--- src/rtl/imem_loader_pkg.sv ---
// imem_loader_pkg: state encoding and word/address constants shared by the loader
package imem_loader_pkg;
  typedef enum logic [2:0] {IDLE, COLLECT, WRITE, CHECK, DONE} state_t;
  localparam int BYTES_PER_WORD = 4;
  localparam int ADDR_STRIDE = 4;
endpackage

--- src/rtl/imem_loader_byte_packer.sv ---
// byte_packer: big-endian packing of accepted bytes into a 32-bit word, word_full on the 4th byte
import imem_loader_pkg::*;
module byte_packer (
  input  logic        clk,
  input  logic        rst,
  input  logic        clr,
  input  logic        shift,
  input  logic [7:0]  din,
  output logic        word_full,
  output logic [31:0] word
);
  logic [1:0]  idx;
  logic [23:0] sr;
  always_ff @(posedge clk)
    if (rst || clr) begin
      idx <= '0;
      sr  <= '0;
    end else if (shift) begin
      idx <= idx + 2'd1;
      sr  <= {sr[15:0], din};
    end
  assign word_full = shift && idx == 2'(BYTES_PER_WORD - 1);
  assign word      = {sr, din};
endmodule

--- src/rtl/imem_loader.sv ---
// imem_loader: byte stream to imem word writes with CPU stall; checksum byte check when IMEM_LOADER_CHECKSUM_EN is defined
import imem_loader_pkg::*;
module imem_loader #(
  parameter int CNT_W  = 11,
  parameter int ADDR_W = 32
) (
  input  logic              clk,
  input  logic              rst,
  input  logic              start,
  input  logic [ADDR_W-1:0] base_addr,
  input  logic [CNT_W-1:0]  word_count,
  input  logic              in_valid,
  input  logic [7:0]        in_data,
  output logic              in_ready,
  output logic              mem_we,
  output logic [ADDR_W-1:0] mem_addr,
  output logic [31:0]       mem_wdata,
  output logic              busy,
  output logic              cpu_stall,
  output logic              done,
  output logic              err
);
`ifdef IMEM_LOADER_CHECKSUM_EN
  localparam state_t LAST = CHECK;
`else
  localparam state_t LAST = DONE;
`endif
  state_t            state, next;
  logic [CNT_W-1:0]  cnt;
  logic [ADDR_W-1:0] addr;
  logic              go, take, full;
  logic [31:0]       word;
  assign go        = state == IDLE && start;
  assign in_ready  = state == COLLECT || state == CHECK;
  assign take      = in_valid && in_ready;
  assign mem_we    = state == WRITE;
  assign busy      = state == COLLECT || state == WRITE || state == CHECK;
  assign cpu_stall = busy;
  assign done      = state == DONE;
  byte_packer u_packer (
    .clk       (clk),
    .rst       (rst),
    .clr       (go),
    .shift     (take && state == COLLECT),
    .din       (in_data),
    .word_full (full),
    .word      (word)
  );
  always_comb begin
    next = state;
    case (state)
      IDLE:    next = start ? (word_count == '0 ? DONE : COLLECT) : IDLE;
      COLLECT: next = full ? WRITE : COLLECT;
      WRITE:   next = cnt == CNT_W'(1) ? LAST : COLLECT;
`ifdef IMEM_LOADER_CHECKSUM_EN
      CHECK:   next = take ? DONE : CHECK;
`endif
      default: next = IDLE;
    endcase
  end
  always_ff @(posedge clk)
    if (rst) begin
      state     <= IDLE;
      cnt       <= '0;
      addr      <= '0;
      mem_addr  <= '0;
      mem_wdata <= '0;
    end else begin
      state <= next;
      if (go) begin
        cnt  <= word_count;
        addr <= base_addr & ~ADDR_W'(3);
      end
      if (state == COLLECT && full) begin
        mem_addr  <= addr;
        mem_wdata <= word;
        addr      <= addr + ADDR_W'(ADDR_STRIDE);
      end
      if (mem_we) cnt <= cnt - CNT_W'(1);
    end
`ifdef IMEM_LOADER_CHECKSUM_EN
  logic [7:0] xacc;
  always_ff @(posedge clk)
    if (rst || go) begin
      xacc <= '0;
      err  <= 1'b0;
    end else if (take && state == COLLECT) xacc <= xacc ^ in_data;
    else if (take && state == CHECK) err <= in_data != xacc;
`else
  assign err = 1'b0;
`endif
endmodule

--- config.mk ---
export PLATFORM = sky130hd
export DESIGN_NAME = imem_loader
export DESIGN_NICKNAME = d
export VERILOG_FILES = /design/src/rtl/imem_loader_pkg.sv /design/src/rtl/imem_loader_byte_packer.sv /design/src/rtl/imem_loader.sv
export SDC_FILE = /design/constraint.sdc
export NUM_CORES = 1
export LEC_CHECK = 0
export CAP_MARGIN = 20
export CORE_UTILIZATION = 25
export CTS_CLUSTER_DIAMETER = 120
export DETAILED_ROUTE_END_ITERATION = 12
export PLACE_DENSITY = 0.43
export SETUP_SLACK_MARGIN = 0.5
export SYNTH_ARGS = -nofsm -noshare
export SYNTH_HDL_FRONTEND = slang
export SYNTH_HIERARCHICAL = 1
export SYNTH_SLANG_ARGS = --single-unit
--- constraint.sdc ---
create_clock -name clk -period 4.7 [get_ports clk]
set_input_delay 0.94 -clock clk [delete_from_list [all_inputs] [get_ports clk]]
set_output_delay 0.94 -clock clk [all_outputs]
set_load 0.02 [all_outputs]
==> flow_summary_export.csv, run 1 <==
group,metric,value,unit
logic_synthesis,synth_edf_count,0,
final_layout,final_cell_mix,"nand2_1, dfxtp_1, clkdlybuf4s50_1",
hold_path,whs_path_depth,2,
routing,firstDrtPassIters,5,
floorplanning,core_area,22100,sq um
hold_path,hp-class,"reg -> reg",
routing,drc,0,
clock_tree,insertion_delay,0.41,ns
timing,final-hold-violation-count,0,
power,ir_worst_vdd,0.212,mV
clock_tree,cts_hold_buffers,0,
grt,met2_usage,24.1,%
clock_tree,h-tree-depth,4,
timing,fin_skew,0.00721,ns
logic_synthesis,ys_warn_count,6,
final_layout,drive_gt1_share,6.78,%
clock_tree,cts_resized,0,
routing,wl_per_cell,15.6,microns
hold_path,hold_start,"mem_wdata[23]",
final_layout,nFillCells,2257,
worst_setup_path,reg2reg_from,"state[0]",
grt,top_usage_layer,"met2",
grt,grt_pass1_wl,26500,microns
final_layout,postLayoutCoreUtil,34.2,%
timing,fin_crit_sh,64.3,%
timing,maxSlewHeadroom,32.6,%
place,numPortBuffers,119,
grt,grtUsageMet3,3.74,%
clock_tree,clockRootBuffer,"clkbuf_16",
place,place.gp.congestion,0.760,
final_layout,regArea,2640,sq um
power,leakage,0.00249,uW
worst_setup_path,cp.arrival,3.28,ns
job,maxCapViolations,0,
grt,grt_antenna_before_repair,0,
worst_setup_path,worstPathMaxFanout,34,
floorplanning,num_rows,54,
timing,slew_violations,0,
logic_synthesis,yosys.area.top_type,"dfxtp_1",
worst_setup_path,critPathCaptureType,"flop",
final_layout,layout.nets,829,
clock_tree,postCtsSetupBuffers,0,
routing,finalWirelength,16600,microns
grt,grt_start_max_net_pins,75,
hold_path,whs_endpoint,"mem_wdata[23]",
clock_tree,clockBufferDepth,2,
worst_setup_path,worstSetupPathType,"in -> reg",
timing,hold_ws,0.454,ns
timing,worst_slew_pin_slew,1.01,ns
floorplanning,fp.dieW,153,microns
grt,grtUsageMet1,17.1,%
final_layout,n_antenna_cell,0,
clock_tree,clk_pin_slew,0.06,ns
logic_synthesis,netlist_instances,682,
place,dpl.hpwl,11100,microns
timing,fmax,331,MHz
logic_synthesis,synth_ff_type,"dfxtp_1",
final_layout,multiInputGateArea,2700,sq um
timing,setup_viol,0,
grt,grt_pass1_vias,5012,
logic_synthesis,ys_ff_latch,132,
floorplanning,die_area,23400,sq um
timing,rsz0062_at_grt,"no",
logic_synthesis,synth_area,5690,sq um
worst_setup_path,r2r_cells,9,
routing,via_per_inst,4.80,
grt,grtUsageTotal,14.3,%
floorplanning,start_util,25.8,%
grt,grt_overflow,0,
logic_synthesis,ys_types,60,
floorplanning,boundaryPins,125,
logic_synthesis,async_flop_share,0,%
clock_tree,cts_tree,"yes",
worst_setup_path,worstPathRequired,4.96,ns
floorplanning,die_h,153,microns
routing,drtIter0Drc,209,
timing,tns,0,ns
worst_setup_path,r2r_end,"addr[13]",
worst_setup_path,rrSetupSlack,1.93,ns
final_layout,layout.cells.most_common,"nand2_1",
clock_tree,cts_made_buffers,17,
power,powerDensity,358,nW/um^2
logic_synthesis,synth_top_area_share,46.4,%
logic_synthesis,synth_area_leaders,"dfxtp_1, nand2_1, a21oi_1, mux2i_1, nor2_1",
routing,vias,5094,
clock_tree,clock-sinks,132,
routing,ant_nets,0,
outcome,status,"finished, final reports clean",
worst_setup_path,critPathLaunchType,"primary input",
timing,period_needed,3.02,ns
logic_synthesis,avgSynthCellArea,8.35,sq um
final_layout,syn_to_final_growth,32.7,%
logic_synthesis,synth_seq_area_share,46.4,%
## flip-flops by register name, indices dropped and copies added, names as in the netlist
signal,flops
addr,30
cnt,11
mem_addr,30
mem_wdata,32
state,3
u_packer/idx,2
u_packer/sr,24
## how the worst max path moves through the flow
| stage | start | to | cells after the start |
|---|---|---|---|
| after floorplan | in_valid | mem_addr[12] | 10 |
| after global placement | start | u_packer/sr[1] | 5 |
| after detailed placement | start | u_packer/sr[21] | 5 |
| after CTS | start | u_packer/sr[21] | 5 |
| after global routing | start | u_packer/sr[22] | 5 |
| final | start | u_packer/sr[21] | 5 |
## Yosys cell counts (2+ instances only)
| master | instances |
|---|---|
| o21ai_0 | 12 |
| ha_1 | 4 |
| a22oi_1 | 10 |
| buf_8 | 2 |
| inv_1 | 5 |
| nor3b_1 | 2 |
| mux2i_1 | 25 |
| o22ai_1 | 8 |
| nand2b_1 | 3 |
| nand3_1 | 14 |
| and3_1 | 8 |
| o211ai_1 | 11 |
| nand2_1 | 153 |
| clkbuf_1 | 21 |
| o31ai_1 | 3 |
| buf_2 | 13 |
| nor4_1 | 4 |
| and2_1 | 4 |
| or3_1 | 8 |
| nor2_1 | 44 |
| nor4_4 | 2 |
| a31oi_1 | 12 |
| buf_4 | 16 |
| buf_6 | 6 |
| a21oi_1 | 96 |
| nor3_2 | 2 |
| nand4_1 | 12 |
| and3b_1 | 2 |
| dfxtp_1 | 132 |
| o32ai_1 | 2 |
| xor2_1 | 7 |
| nor3_1 | 11 |
## where the power goes
part           switching, uW  total, uW  leakage, uW  internal (uW)
sequential              33.8       1180      0.00107           1150
combinational            100        189      0.00114           88.6
clock                    491       1330     0.000279            841
## layer usage
layer / vias up / share of wire, %
met5: - / 0
met4: 0 / 2.1
met3: 25 / 5.0
met2: 127 / 48
met1: 2396 / 45
li1: 2546 / -
## stage by stage
stage / setup WS, ns / instance area, sq um / total power [uW] / cells
floorplan: 2.01 / 5700 / 1320 / 684
global placement: 1.22 / 6970 / 1390 / 1031
detailed placement: 1.17 / 6970 / 1390 / 1031
CTS: 1.60 / 7550 / 2730 / 1062
global route: 1.47 / 7550 / 2810 / 1062
finish: 1.68 / 7550 / 2700 / 1062
## worst max-delay path, stage by stage
cell	delay, ns
clkdlybuf4s50_1	0.47
or4b_1	0.48
clkinv_2	0.39
or2_1	0.85
nor2_1	0.13
## area by class of cell
class	instances	share of cell area, %
Timing Repair Buffer	126	16.6
Multi-Input combinational cell	486	35.7
Tap cell	280	4.64
Inverter	7	0.364
Clock inverter	10	1.76
Sequential cell	132	35.0
Clock buffer	21	5.96
## cell families (layout without fill, tap and decap cells)
group	Yosys count	in the layout	share of synthesized area, %
compound gates	165	165	17.1
xor+xnor	8	8	1.23
fa+ha+maj	4	4	0.879
buf+inv	66	164	6.90
flops	132	132	46.4
mux	26	26	4.59
other cells	1	3	0.0659
simple gates	280	280	22.8
No activity file was read; power rests on OpenSTA's default activity.
==> run 2: changes to the inputs <==
Settings changed: PLACE_DENSITY 0.43 to 0.45.
Clock period 4.7 ns to 2.43 ns, I/O delays scaled along.
==> run 2 against run 1 <==
  * Die area unchanged
  * First-iteration DRC count increased by 2.9%
  * Non-clock buffer count is 62 higher
  * Worst hold slack better by 0.0025 ns
  * Largest cell class unchanged
  * Largest power group unchanged
==> flow_summary_export.csv, run 2 (synthesis results as in run 1) <==
group,metric,value,unit
routing,finalWirelength,18600,microns
routing,drtIter0Drc,215,
floorplanning,fp.dieW,153,microns
timing,slew_violations,0,
place,numPortBuffers,119,
timing,maxSlewHeadroom,65.8,%
final_layout,drive_gt1_share,29.9,%
outcome,status,"finished, final reports clean",
final_layout,syn_to_final_growth,59.5,%
worst_setup_path,worstSetupPathType,"reg -> reg",
floorplanning,num_rows,54,
routing,ant_nets,0,
clock_tree,h-tree-depth,4,
timing,hold_ws,0.457,ns
floorplanning,core_area,22100,sq um
clock_tree,cts_tree,"yes",
timing,period_needed,2.03,ns
place,dpl_cell_area,7250,sq um
power,leakage,0.00385,uW
clock_tree,insertion_delay,0.42,ns
power,ir_worst_vdd,0.434,mV
clock_tree,clock-sinks,132,
timing,rsz0062_at_grt,"yes",
final_layout,layout.cells.most_common,"dfxtp_1",
place,dpl.hpwl,11700,microns
final_layout,n_antenna_cell,0,
final_layout,final_cell_mix,"dfxtp_1, nand2_1, clkdlybuf4s50_1",
timing,fin_crit_sh,83.4,%
final_layout,top_register,"mem_wdata",
hold_path,hold_start,"mem_addr[24]",
power,powerDensity,600,nW/um^2
worst_setup_path,worstPathMaxFanout,5,
timing,worst_slew_pin_slew,0.513,ns
worst_setup_path,r2r_cells,9,
timing,fin_skew,0.0105,ns
routing,firstDrtPassIters,4,
final_layout,largest_register_ffs,32,
floorplanning,boundaryPins,125,
timing,setup_viol,0,
worst_setup_path,rrSetupSlack,0.40,ns
grt,grt_pass1_wl,28400,microns
grt,grtUsageTotal,15.5,%
worst_setup_path,critPathCaptureType,"flop",
routing,drc,0,
routing,wl_per_cell,16.6,microns
hold_path,hp-class,"reg -> reg",
grt,grt_start_max_net_pins,39,
worst_setup_path,r2r_end,"addr[16]",
hold_path,whs_path_depth,2,
power,p_total,5450,uW
clock_tree,clockRootBuffer,"clkbuf_16",
timing,fmax,494,MHz
floorplanning,die_area,23400,sq um
final_layout,fin_area,9080,sq um
hold_path,whs_endpoint,"mem_addr[24]",
floorplanning,die_h,153,microns
routing,vias,5453,
grt,grt_pass1_vias,5306,
worst_setup_path,worstPathRequired,2.78,ns
final_layout,layout.nets,891,
place,place.gp.congestion,0.818,
final_layout,top_regs,"mem_wdata: 32 flops, addr: 30 flops, mem_addr: 30 flops",
grt,grt_overflow,0,
worst_setup_path,reg2reg_from,"state[0]",
grt,grt_antenna_before_repair,0,
clock_tree,clk_pin_slew,0.06,ns
clock_tree,cts_made_buffers,17,
clock_tree,cts_hold_buffers,0,
worst_setup_path,cp.arrival,2.38,ns
routing,via_per_inst,4.85,
job,maxCapViolations,0,
final_layout,postLayoutCoreUtil,41.1,%
floorplanning,start_util,25.8,%
worst_setup_path,critPathLaunchType,"flop",
timing,final-hold-violation-count,0,
clock_tree,clockBufferDepth,2,
## run 2: changes by cell type in the layout (fill, tap and decap cells not counted), moves of 7 or more
cell,change
buf_6,+7
buf_12,+10
buf_4,+35
a21oi_1,-54
nand2_1,-51
a22oi_1,-7
nand2_4,+49
clkdlybuf4s50_1,-16
a21oi_2,+54
dlymetal6s2s_1,+9
a22oi_2,+7
## run 2: worst max path at each step
stage,endpoint,cells past startpoint,slack (ns),startpoint
4_1_cts,mem_we,4,0.38,state[2]
5_1_grt,addr[25],5,0.27,addr[10]
2_1_floorplan,addr[23],11,0.22,state[0]
3_5_place_dp,addr[18],9,-0.04,in_valid
3_3_place_gp,addr[18],9,-0.06,in_valid
6_report,addr[16],9,0.40,state[0]
## run 2: critical path, cell delays in order, from the launching register on
cell and delay [ns]:
dfxtp_4 0.35, nor2b_4 0.13, and3b_2 0.19, and2_4 0.16, nand4bb_4 0.17, buf_6 0.17, nor3_4 0.17, nand2b_1 0.10
or3_1 0.35, a31oi_1 0.16
## run 2: power breakdown
group / leakage, uW / switching, uW / internal [uW] / total [uW]
registers: 0.00107 / 79.5 / 2210 / 2290
logic: 0.00248 / 230 / 216 / 446
clock network: 0.000294 / 1010 / 1690 / 2710
total: 0.00385 / 1320 / 4120 / 5450
## run 2: per-layer routing
metal	part of all wire, %	global-route usage, %	vias to the layer above	wire length (microns)
met5	0	0	-	0
met1	44	18.5	2629	8270
met4	1.1	4.33	0	208
met2	49	25.8	129	9200
met3	5.2	5.90	15	967
li1	-	-	2680	-
## run 2: layout make-up
type	count	area, sq um
Inverter	7	33.8
Fill cell	2162	13000
Tap cell	280	350
Timing Repair Buffer	188	2020
Clock inverter	12	153
Multi-Input combinational cell	486	3400
Clock buffer	20	467
Sequential cell	132	2650
## run 2: timing repair
action	4_1_cts	5_1_grt
hold endpoints to repair	0	0
pin swaps	14	88
buffers inserted	15	19
setup endpoints to repair	65	129
cloned	2	4
gates resized for setup	22	203
## run 2: per-stage QoR
| step | setup slack, ns | cells | TNS, ns |
|---|---|---|---|
| 6_report | 0.404 | 1125 | 0 |
| 5_1_grt | 0.267 | 1125 | 0 |
| 4_1_cts | 0.380 | 1102 | 0 |
| 3_5_place_dp | -0.0429 | 1053 | -0.0707 |
| 3_3_place_gp | -0.0649 | 1053 | -0.0649 |
| 2_1_floorplan | 0.225 | 684 | 0 |
